--- src/rtl/emu_ram_arbiter_pkg.sv ---
// Shared constants and types for the two-master EmuRam AXI arbiter.
//   NUM_MST / MST_IDX_W : requester count and width of a requester index
//   NUM_CH, CH_AW, CH_AR: address channels arbitrated by the same logic
//   arb_state_e         : per-address-channel grant state
package emu_ram_arbiter_pkg;

  localparam int NUM_MST   = 2;
  localparam int MST_IDX_W = 1;

  localparam int NUM_CH = 2;
  localparam int CH_AW  = 0;
  localparam int CH_AR  = 1;

  // IDLE: free to pick a requester this cycle.
  // HOLD: a request was presented without a handshake; keep it until accepted.
  typedef enum logic {
    ARB_IDLE = 1'b0,
    ARB_HOLD = 1'b1
  } arb_state_e;

endpackage

--- src/rtl/emu_ram_arb_fifo.sv ---
// Write-order FIFO: remembers which requester owns each accepted AW so W
// beats are drained in AW order.
//   push/push_idx : enqueue a requester index (AW handshake)
//   pop           : dequeue head (W handshake with wlast)
//   head_idx      : requester owning the oldest outstanding write
//   full/empty    : derived from an occupancy counter
module emu_ram_arb_fifo
  import emu_ram_arbiter_pkg::*;
#(
  parameter int DEPTH = 4
) (
  input  logic                 clk,
  input  logic                 rst,
  input  logic                 push,
  input  logic [MST_IDX_W-1:0] push_idx,
  input  logic                 pop,
  output logic [MST_IDX_W-1:0] head_idx,
  output logic                 full,
  output logic                 empty
);

  localparam int PW = (DEPTH > 1) ? $clog2(DEPTH) : 1;
  localparam int CW = PW + 1;

  logic [MST_IDX_W-1:0] mem_q [DEPTH];
  logic [PW-1:0]        wr_q, rd_q;
  logic [CW-1:0]        cnt_q;
  logic                 do_push, do_pop;

  assign full     = (cnt_q == CW'(DEPTH));
  assign empty    = (cnt_q == '0);
  assign do_push  = push & ~full;
  assign do_pop   = pop & ~empty;
  assign head_idx = mem_q[rd_q];

  always_ff @(posedge clk) begin
    if (rst) begin
      wr_q  <= '0;
      rd_q  <= '0;
      cnt_q <= '0;
      for (int i = 0; i < DEPTH; i++) mem_q[i] <= '0;
    end else begin
      if (do_push) begin
        mem_q[wr_q] <= push_idx;
        wr_q        <= wr_q + PW'(1);
      end
      if (do_pop) rd_q <= rd_q + PW'(1);
      // Simultaneous push and pop leaves the occupancy unchanged.
      case ({do_push, do_pop})
        2'b10:   cnt_q <= cnt_q + CW'(1);
        2'b01:   cnt_q <= cnt_q - CW'(1);
        default: cnt_q <= cnt_q;
      endcase
    end
  end

endmodule

--- src/rtl/emu_ram_arbiter.sv ---
// Two-requester AXI4 arbiter in front of the EmuRam model.
//   clk, rst : single clock, synchronous active-high reset
//   s0_axi_* : AXI4 slave port, requester 0
//   s1_axi_* : AXI4 slave port, requester 1
//   m_axi_*  : AXI4 master port to EmuRam; ID is {requester, upstream id}
// AW and AR each get an independent round-robin grant. Accepted AWs record
// their owner in a write-order FIFO which steers W. B/R are routed back by
// the ID MSB. No registers sit in any data path.
module emu_ram_arbiter
  import emu_ram_arbiter_pkg::*;
#(
  parameter int ADDR_WIDTH   = 32,
  parameter int DATA_WIDTH   = 64,
  parameter int ID_WIDTH     = 4,
  parameter int WORDER_DEPTH = 4
) (
  input  logic                           clk,
  input  logic                           rst,
  // requester 0
  input  logic [ID_WIDTH-1:0]            s0_axi_awid,
  input  logic [ADDR_WIDTH-1:0]          s0_axi_awaddr,
  input  logic [7:0]                     s0_axi_awlen,
  input  logic [2:0]                     s0_axi_awsize,
  input  logic [1:0]                     s0_axi_awburst,
  input  logic                           s0_axi_awvalid,
  output logic                           s0_axi_awready,
  input  logic [DATA_WIDTH-1:0]          s0_axi_wdata,
  input  logic [DATA_WIDTH/8-1:0]        s0_axi_wstrb,
  input  logic                           s0_axi_wlast,
  input  logic                           s0_axi_wvalid,
  output logic                           s0_axi_wready,
  output logic [ID_WIDTH-1:0]            s0_axi_bid,
  output logic [1:0]                     s0_axi_bresp,
  output logic                           s0_axi_bvalid,
  input  logic                           s0_axi_bready,
  input  logic [ID_WIDTH-1:0]            s0_axi_arid,
  input  logic [ADDR_WIDTH-1:0]          s0_axi_araddr,
  input  logic [7:0]                     s0_axi_arlen,
  input  logic [2:0]                     s0_axi_arsize,
  input  logic [1:0]                     s0_axi_arburst,
  input  logic                           s0_axi_arvalid,
  output logic                           s0_axi_arready,
  output logic [ID_WIDTH-1:0]            s0_axi_rid,
  output logic [DATA_WIDTH-1:0]          s0_axi_rdata,
  output logic [1:0]                     s0_axi_rresp,
  output logic                           s0_axi_rlast,
  output logic                           s0_axi_rvalid,
  input  logic                           s0_axi_rready,
  // requester 1
  input  logic [ID_WIDTH-1:0]            s1_axi_awid,
  input  logic [ADDR_WIDTH-1:0]          s1_axi_awaddr,
  input  logic [7:0]                     s1_axi_awlen,
  input  logic [2:0]                     s1_axi_awsize,
  input  logic [1:0]                     s1_axi_awburst,
  input  logic                           s1_axi_awvalid,
  output logic                           s1_axi_awready,
  input  logic [DATA_WIDTH-1:0]          s1_axi_wdata,
  input  logic [DATA_WIDTH/8-1:0]        s1_axi_wstrb,
  input  logic                           s1_axi_wlast,
  input  logic                           s1_axi_wvalid,
  output logic                           s1_axi_wready,
  output logic [ID_WIDTH-1:0]            s1_axi_bid,
  output logic [1:0]                     s1_axi_bresp,
  output logic                           s1_axi_bvalid,
  input  logic                           s1_axi_bready,
  input  logic [ID_WIDTH-1:0]            s1_axi_arid,
  input  logic [ADDR_WIDTH-1:0]          s1_axi_araddr,
  input  logic [7:0]                     s1_axi_arlen,
  input  logic [2:0]                     s1_axi_arsize,
  input  logic [1:0]                     s1_axi_arburst,
  input  logic                           s1_axi_arvalid,
  output logic                           s1_axi_arready,
  output logic [ID_WIDTH-1:0]            s1_axi_rid,
  output logic [DATA_WIDTH-1:0]          s1_axi_rdata,
  output logic [1:0]                     s1_axi_rresp,
  output logic                           s1_axi_rlast,
  output logic                           s1_axi_rvalid,
  input  logic                           s1_axi_rready,
  // downstream to EmuRam
  output logic [ID_WIDTH+MST_IDX_W-1:0]  m_axi_awid,
  output logic [ADDR_WIDTH-1:0]          m_axi_awaddr,
  output logic [7:0]                     m_axi_awlen,
  output logic [2:0]                     m_axi_awsize,
  output logic [1:0]                     m_axi_awburst,
  output logic                           m_axi_awvalid,
  input  logic                           m_axi_awready,
  output logic [DATA_WIDTH-1:0]          m_axi_wdata,
  output logic [DATA_WIDTH/8-1:0]        m_axi_wstrb,
  output logic                           m_axi_wlast,
  output logic                           m_axi_wvalid,
  input  logic                           m_axi_wready,
  input  logic [ID_WIDTH+MST_IDX_W-1:0]  m_axi_bid,
  input  logic [1:0]                     m_axi_bresp,
  input  logic                           m_axi_bvalid,
  output logic                           m_axi_bready,
  output logic [ID_WIDTH+MST_IDX_W-1:0]  m_axi_arid,
  output logic [ADDR_WIDTH-1:0]          m_axi_araddr,
  output logic [7:0]                     m_axi_arlen,
  output logic [2:0]                     m_axi_arsize,
  output logic [1:0]                     m_axi_arburst,
  output logic                           m_axi_arvalid,
  input  logic                           m_axi_arready,
  input  logic [ID_WIDTH+MST_IDX_W-1:0]  m_axi_rid,
  input  logic [DATA_WIDTH-1:0]          m_axi_rdata,
  input  logic [1:0]                     m_axi_rresp,
  input  logic                           m_axi_rlast,
  input  logic                           m_axi_rvalid,
  output logic                           m_axi_rready
);

  localparam int SW = DATA_WIDTH / 8;

  // Requester-indexed views of both slave ports.
  logic [NUM_MST-1:0][ID_WIDTH-1:0]   s_awid, s_arid;
  logic [NUM_MST-1:0][ADDR_WIDTH-1:0] s_awaddr, s_araddr;
  logic [NUM_MST-1:0][7:0]            s_awlen, s_arlen;
  logic [NUM_MST-1:0][2:0]            s_awsize, s_arsize;
  logic [NUM_MST-1:0][1:0]            s_awburst, s_arburst;
  logic [NUM_MST-1:0][DATA_WIDTH-1:0] s_wdata;
  logic [NUM_MST-1:0][SW-1:0]         s_wstrb;
  logic [NUM_MST-1:0]                 s_wlast, s_wvalid, s_bready, s_rready;

  assign s_awid    = {s1_axi_awid,    s0_axi_awid};
  assign s_awaddr  = {s1_axi_awaddr,  s0_axi_awaddr};
  assign s_awlen   = {s1_axi_awlen,   s0_axi_awlen};
  assign s_awsize  = {s1_axi_awsize,  s0_axi_awsize};
  assign s_awburst = {s1_axi_awburst, s0_axi_awburst};
  assign s_arid    = {s1_axi_arid,    s0_axi_arid};
  assign s_araddr  = {s1_axi_araddr,  s0_axi_araddr};
  assign s_arlen   = {s1_axi_arlen,   s0_axi_arlen};
  assign s_arsize  = {s1_axi_arsize,  s0_axi_arsize};
  assign s_arburst = {s1_axi_arburst, s0_axi_arburst};
  assign s_wdata   = {s1_axi_wdata,   s0_axi_wdata};
  assign s_wstrb   = {s1_axi_wstrb,   s0_axi_wstrb};
  assign s_wlast   = {s1_axi_wlast,   s0_axi_wlast};
  assign s_wvalid  = {s1_axi_wvalid,  s0_axi_wvalid};
  assign s_bready  = {s1_axi_bready,  s0_axi_bready};
  assign s_rready  = {s1_axi_rready,  s0_axi_rready};

  // ---------------------------------------------------------------------
  // Address channel arbitration (AW and AR share the same logic)
  // ---------------------------------------------------------------------
  logic [NUM_CH-1:0][NUM_MST-1:0]   ch_sv;
  logic [NUM_CH-1:0]                ch_mready, ch_allow, ch_mvalid, ch_hs;
  logic [NUM_CH-1:0][MST_IDX_W-1:0] ch_sel;
  logic [NUM_CH-1:0][NUM_MST-1:0]   ch_sready;
  logic                             fifo_full, fifo_empty;
  logic [MST_IDX_W-1:0]             w_head;

  assign ch_sv[CH_AW]     = {s1_axi_awvalid, s0_axi_awvalid};
  assign ch_sv[CH_AR]     = {s1_axi_arvalid, s0_axi_arvalid};
  assign ch_mready[CH_AW] = m_axi_awready;
  assign ch_mready[CH_AR] = m_axi_arready;
  // A full write-order FIFO blocks new AW grants; the registered flag is
  // used so a same-cycle pop does not open the gate early.
  assign ch_allow[CH_AW]  = ~fifo_full;
  assign ch_allow[CH_AR]  = 1'b1;

  for (genvar c = 0; c < NUM_CH; c++) begin : g_ch
    arb_state_e           st_q, st_d;
    logic [MST_IDX_W-1:0] ptr_q, ptr_d, hold_q, hold_d, sel;
    logic                 grant, mvalid, hs;
    logic [NUM_MST-1:0]   sready;

    always_comb begin
      sel    = ptr_q;
      grant  = 1'b0;
      st_d   = st_q;
      ptr_d  = ptr_q;
      hold_d = hold_q;
      sready = '0;
      if (st_q == ARB_HOLD) begin
        sel   = hold_q;
        grant = 1'b1;
      end else if (ch_allow[c]) begin
        if (ch_sv[c][ptr_q]) begin
          sel   = ptr_q;
          grant = 1'b1;
        end else if (ch_sv[c][~ptr_q]) begin
          sel   = ~ptr_q;
          grant = 1'b1;
        end
      end
      mvalid = grant & ch_sv[c][sel] & ~rst;
      hs     = mvalid & ch_mready[c];
      if (grant && ch_mready[c] && !rst) sready[sel] = 1'b1;
      if (hs) begin
        st_d  = ARB_IDLE;
        ptr_d = ~sel;
      end else if (mvalid) begin
        st_d   = ARB_HOLD;
        hold_d = sel;
      end
    end

    always_ff @(posedge clk) begin
      if (rst) begin
        st_q   <= ARB_IDLE;
        ptr_q  <= '0;
        hold_q <= '0;
      end else begin
        st_q   <= st_d;
        ptr_q  <= ptr_d;
        hold_q <= hold_d;
      end
    end

    assign ch_sel[c]    = sel;
    assign ch_mvalid[c] = mvalid;
    assign ch_hs[c]     = hs;
    assign ch_sready[c] = sready;
  end

  assign m_axi_awid     = {ch_sel[CH_AW], s_awid[ch_sel[CH_AW]]};
  assign m_axi_awaddr   = s_awaddr[ch_sel[CH_AW]];
  assign m_axi_awlen    = s_awlen[ch_sel[CH_AW]];
  assign m_axi_awsize   = s_awsize[ch_sel[CH_AW]];
  assign m_axi_awburst  = s_awburst[ch_sel[CH_AW]];
  assign m_axi_awvalid  = ch_mvalid[CH_AW];
  assign s0_axi_awready = ch_sready[CH_AW][0];
  assign s1_axi_awready = ch_sready[CH_AW][1];

  assign m_axi_arid     = {ch_sel[CH_AR], s_arid[ch_sel[CH_AR]]};
  assign m_axi_araddr   = s_araddr[ch_sel[CH_AR]];
  assign m_axi_arlen    = s_arlen[ch_sel[CH_AR]];
  assign m_axi_arsize   = s_arsize[ch_sel[CH_AR]];
  assign m_axi_arburst  = s_arburst[ch_sel[CH_AR]];
  assign m_axi_arvalid  = ch_mvalid[CH_AR];
  assign s0_axi_arready = ch_sready[CH_AR][0];
  assign s1_axi_arready = ch_sready[CH_AR][1];

  // ---------------------------------------------------------------------
  // Write data: follow the owner of the oldest accepted AW
  // ---------------------------------------------------------------------
  logic w_pop;

  emu_ram_arb_fifo #(
    .DEPTH (WORDER_DEPTH)
  ) u_worder (
    .clk      (clk),
    .rst      (rst),
    .push     (ch_hs[CH_AW]),
    .push_idx (ch_sel[CH_AW]),
    .pop      (w_pop),
    .head_idx (w_head),
    .full     (fifo_full),
    .empty    (fifo_empty)
  );

  assign m_axi_wvalid  = ~fifo_empty & s_wvalid[w_head] & ~rst;
  assign m_axi_wdata   = s_wdata[w_head];
  assign m_axi_wstrb   = s_wstrb[w_head];
  assign m_axi_wlast   = s_wlast[w_head];
  assign w_pop         = m_axi_wvalid & m_axi_wready & m_axi_wlast;
  // W offered before its AW simply waits: no owner, no ready.
  assign s0_axi_wready = ~fifo_empty & (w_head == 1'b0) & m_axi_wready & ~rst;
  assign s1_axi_wready = ~fifo_empty & (w_head == 1'b1) & m_axi_wready & ~rst;

  // ---------------------------------------------------------------------
  // Responses: ID MSB names the requester, remaining bits are its own ID
  // ---------------------------------------------------------------------
  logic [MST_IDX_W-1:0] b_sel, r_sel;

  assign b_sel         = m_axi_bid[ID_WIDTH +: MST_IDX_W];
  assign s0_axi_bid    = m_axi_bid[ID_WIDTH-1:0];
  assign s1_axi_bid    = m_axi_bid[ID_WIDTH-1:0];
  assign s0_axi_bresp  = m_axi_bresp;
  assign s1_axi_bresp  = m_axi_bresp;
  assign s0_axi_bvalid = m_axi_bvalid & (b_sel == 1'b0) & ~rst;
  assign s1_axi_bvalid = m_axi_bvalid & (b_sel == 1'b1) & ~rst;
  assign m_axi_bready  = s_bready[b_sel] & ~rst;

  assign r_sel         = m_axi_rid[ID_WIDTH +: MST_IDX_W];
  assign s0_axi_rid    = m_axi_rid[ID_WIDTH-1:0];
  assign s1_axi_rid    = m_axi_rid[ID_WIDTH-1:0];
  assign s0_axi_rdata  = m_axi_rdata;
  assign s1_axi_rdata  = m_axi_rdata;
  assign s0_axi_rresp  = m_axi_rresp;
  assign s1_axi_rresp  = m_axi_rresp;
  assign s0_axi_rlast  = m_axi_rlast;
  assign s1_axi_rlast  = m_axi_rlast;
  assign s0_axi_rvalid = m_axi_rvalid & (r_sel == 1'b0) & ~rst;
  assign s1_axi_rvalid = m_axi_rvalid & (r_sel == 1'b1) & ~rst;
  assign m_axi_rready  = s_rready[r_sel] & ~rst;

endmodule

--- config.mk ---
export PLATFORM = sky130hd
export DESIGN_NAME = emu_ram_arbiter
export DESIGN_NICKNAME = d
export VERILOG_FILES = /design/src/rtl/emu_ram_arbiter_pkg.sv /design/src/rtl/emu_ram_arb_fifo.sv /design/src/rtl/emu_ram_arbiter.sv
export SDC_FILE = /design/constraint.sdc
export NUM_CORES = 1
export LEC_CHECK = 0
export BUFFER_PORTS_ARGS = -buffer_cell sky130_fd_sc_hd__buf_2
export CAP_MARGIN = 20
export CORE_AREA = 2 2 305 307
export CTS_CLUSTER_SIZE = 40
export DETAILED_ROUTE_END_ITERATION = 7
export DIE_AREA = 0 0 307 309
export PLACE_DENSITY_LB_ADDON = 0.08
export SETUP_SLACK_MARGIN = 0.3
export SYNTH_ARGS = -nofsm -noshare
export SYNTH_HDL_FRONTEND = slang
export SYNTH_HIERARCHICAL = 1
export SYNTH_SLANG_ARGS = --single-unit
--- constraint.sdc ---
create_clock -name clk -period 3.7 [get_ports clk]
set_input_delay 0.555 -clock clk [delete_from_list [all_inputs] [get_ports clk]]
set_output_delay 0.555 -clock clk [all_outputs]
set_load 0.02 [all_outputs]
==> out/results.ini <==
[layout]
fin_area_um2=7734
area_delta_synth_final_pct=68.97
nNetsFinal=1310
final_common_cell=buf_2
layout-drive-gt1-share_pct=85.73
antenna_cells=0
final_cells=2055
final_cell_mix=buf_2 (548), mux2_2 (122), mux2_4 (51), nor2_1 (21), dfxtp_1 (15)
fill_cells=10780

[global_route]
grt_max_degree=53
grt_usage_pct=5.035
grt.overflow.total=0
grt_pass1_vias=5097
grt_pass1_wl_mm=35.13
grt_antenna_before_repair=2

[sta]
finalCritPeriodShare_pct=85.24
setup_viol=0
max_slew_margin_pct=49.65
fin_skew_ns=0.005247
worst_pin_slew_ns=0.7495
rsz0062_at_grt=yes
whs_ns=0.5015
max_freq_mhz=317.1
post-route-min-period_ns=3.154
hold_violations=0
report.final.slew_viol_count=0
finalSetupTns_ns=0

[power]
irDropWorstVdd_v=0.0001259
p_leak_nw=3.652
p_total_mw=1.522
pwr_density_cell_nw_per_um2=196.8

[clock_network]
clk_latency_ns=0.26
cts_buffers=3
cts-htree-levels=1
cts_num_sinks=19
root_buffer=clkbuf_16
cts_tree=done
cts_max_path_buffers=2
path_clk_slew_ns=0.06
cts_hold_buffers=0

[worst_setup_path]
rr_worst_depth=13
reg2reg_setup_slack_ns=0.55
arrival_ns=2.60
cp-endpoint=m_axi_awaddr[6]
cp-startpoint=u_worder/cnt_q[2]
r2r_end=u_worder/cnt_q[2]
required_ns=3.14
start_kind=flop
critical_path.max_fanout=24
reg2reg_from=u_worder/cnt_q[2]
end_kind=output port
critPathKind=flop to output port

[routing]
wl_per_cell_um=12.89
drc=0
drt_iter0_drc=121
num_vias=4807
finalWirelength_mm=26.49
routed_via_density=2.339
first_pass_iters=4
ant_nets=0

[synth]
syn_area_um2=4577
synth-seq-cells=19
synthDistinctLibCells=47
yosysWarnings=6
netlist_instances=484
ys_seq_area_share_pct=9.185
yosys.area.top_type=mux2_2
synth_fp_nets=924
yosys-top-cells-area=mux2_2 (30%), buf_4 (26%), mux2_4 (17%)
synthDominantCellAreaShare_pct=30.02
synth_area_per_cell_um2=9.456

[floorplan]
ioPinCount=780
row_count=111
die_y_um=309
die-area_um2=94860
start_util_pct=5.008
design.core.area_um2=91390
fp.dieW_um=307

[place]
dpl-instance-area_um2=7620
numPortBuffers=548
place_congestion=0.7561
hpwl_mm=24.03
dp.cells=2049

[worst_hold_path]
whs_path_depth=2
hp-class=flop to flop
min_from=u_worder/rd_q[1]

[flow_run]
cap_violations=0

[status]
outcome=finished, final reports clean

==> report_power, final <==
part,internal [mW],switching [mW],total [mW]
clock network,0.146,0.0942,0.240
registers,0.220,0.0120,0.232
logic,0.500,0.550,1.05
==> cell families (layout without fill, tap and decap cells) <==
| logic type | after synthesis | count (layout) | synth area share (%) |
|---|---|---|---|
| buf+inv | 192 | 577 | 29.69 |
| fa+ha+maj | 2 | 2 | 0.7107 |
| flops | 19 | 19 | 9.185 |
| simple gates | 58 | 58 | 6.835 |
| mux | 179 | 179 | 48.33 |
| xor+xnor | 3 | 3 | 0.5742 |
| compound gates | 31 | 31 | 4.675 |
==> layout make-up <==
cell class              count  area, µm²  area share, %
repair buffers            559       2879          37.23
multi-input cells         273       2818          36.43
well taps                1186       1484          19.19
flip-flops and latches     19      420.4          5.436
clock buffers               3      75.07         0.9707
inverters                  14      52.55         0.6795
clock inverters             1      5.005        0.06471
==> critical path, cell delays in order (launching register included) <==
cell and delay, ns:
dfxtp_1 0.38, or3b_4 0.44, inv_1 0.18, o21ai_0 0.13
a221oi_2 0.31, a21oi_4 0.06, buf_12 0.15, buf_12 0.17
mux2_4 0.31, buf_2 0.18
==> timing repair <==
action | 4_1_cts | 5_1_grt
setup endpoints to repair | 0 | 30
setup buffers | 0 | 2
resized for setup | 0 | 2
==> worst min-delay path by stage <==
stage | to | slack [ns]
5_1_grt | u_worder/rd_q[1] | 0.56
6_report | u_worder/rd_q[1] | 0.50
2_1_floorplan | flop | 0.46
3_3_place_gp | u_worder/rd_q[1] | 0.49
3_5_place_dp | u_worder/rd_q[1] | 0.48
4_1_cts | u_worder/rd_q[1] | 0.50
==> cells in the mapped netlist, drive strengths merged <==
library cell	number
mux4	1
mux2i	5
fa	1
and3	2
or3	2
edfxtp	4
mux2	173
inv	14
xor2	3
nor2b	4
a311oi	1
clkbuf	4
and4	1
a221oi	1
or3b	1
nor3	6
a21oi	9
o311ai	1
dfxtp	15
o211a	1
o21ai	7
a221o	1
ha	1
nor4bb	1
o31ai	4
nor3b	3
a31oi	2
nor4b	1
nor2	21
buf	174
nor4	1
nand2	6
nand2b	3
nand3	5
a211oi	1
a32oi	1
nand4	1
o21bai	2
==> through the flow <==
stage / setup WS, ns / util [%]
global placement: 0.4813 / 8.338
floorplan: 0.7925 / -
detailed placement: 0.4597 / 8.338
CTS: 0.3270 / 8.426
finish: 0.5462 / 8.463
global route: 0.2998 / 8.463
==> layer usage <==
layer / vias up / track usage, % / wire [µm]
li1: 2302 / - / -
met4: 0 / 0.9870 / 337
met5: - / 0 / 0
met3: 29 / 2.055 / 2945
met2: 362 / 9.508 / 13810
met1: 2114 / 5.207 / 9398
Power figures use the tool's default switching activity.
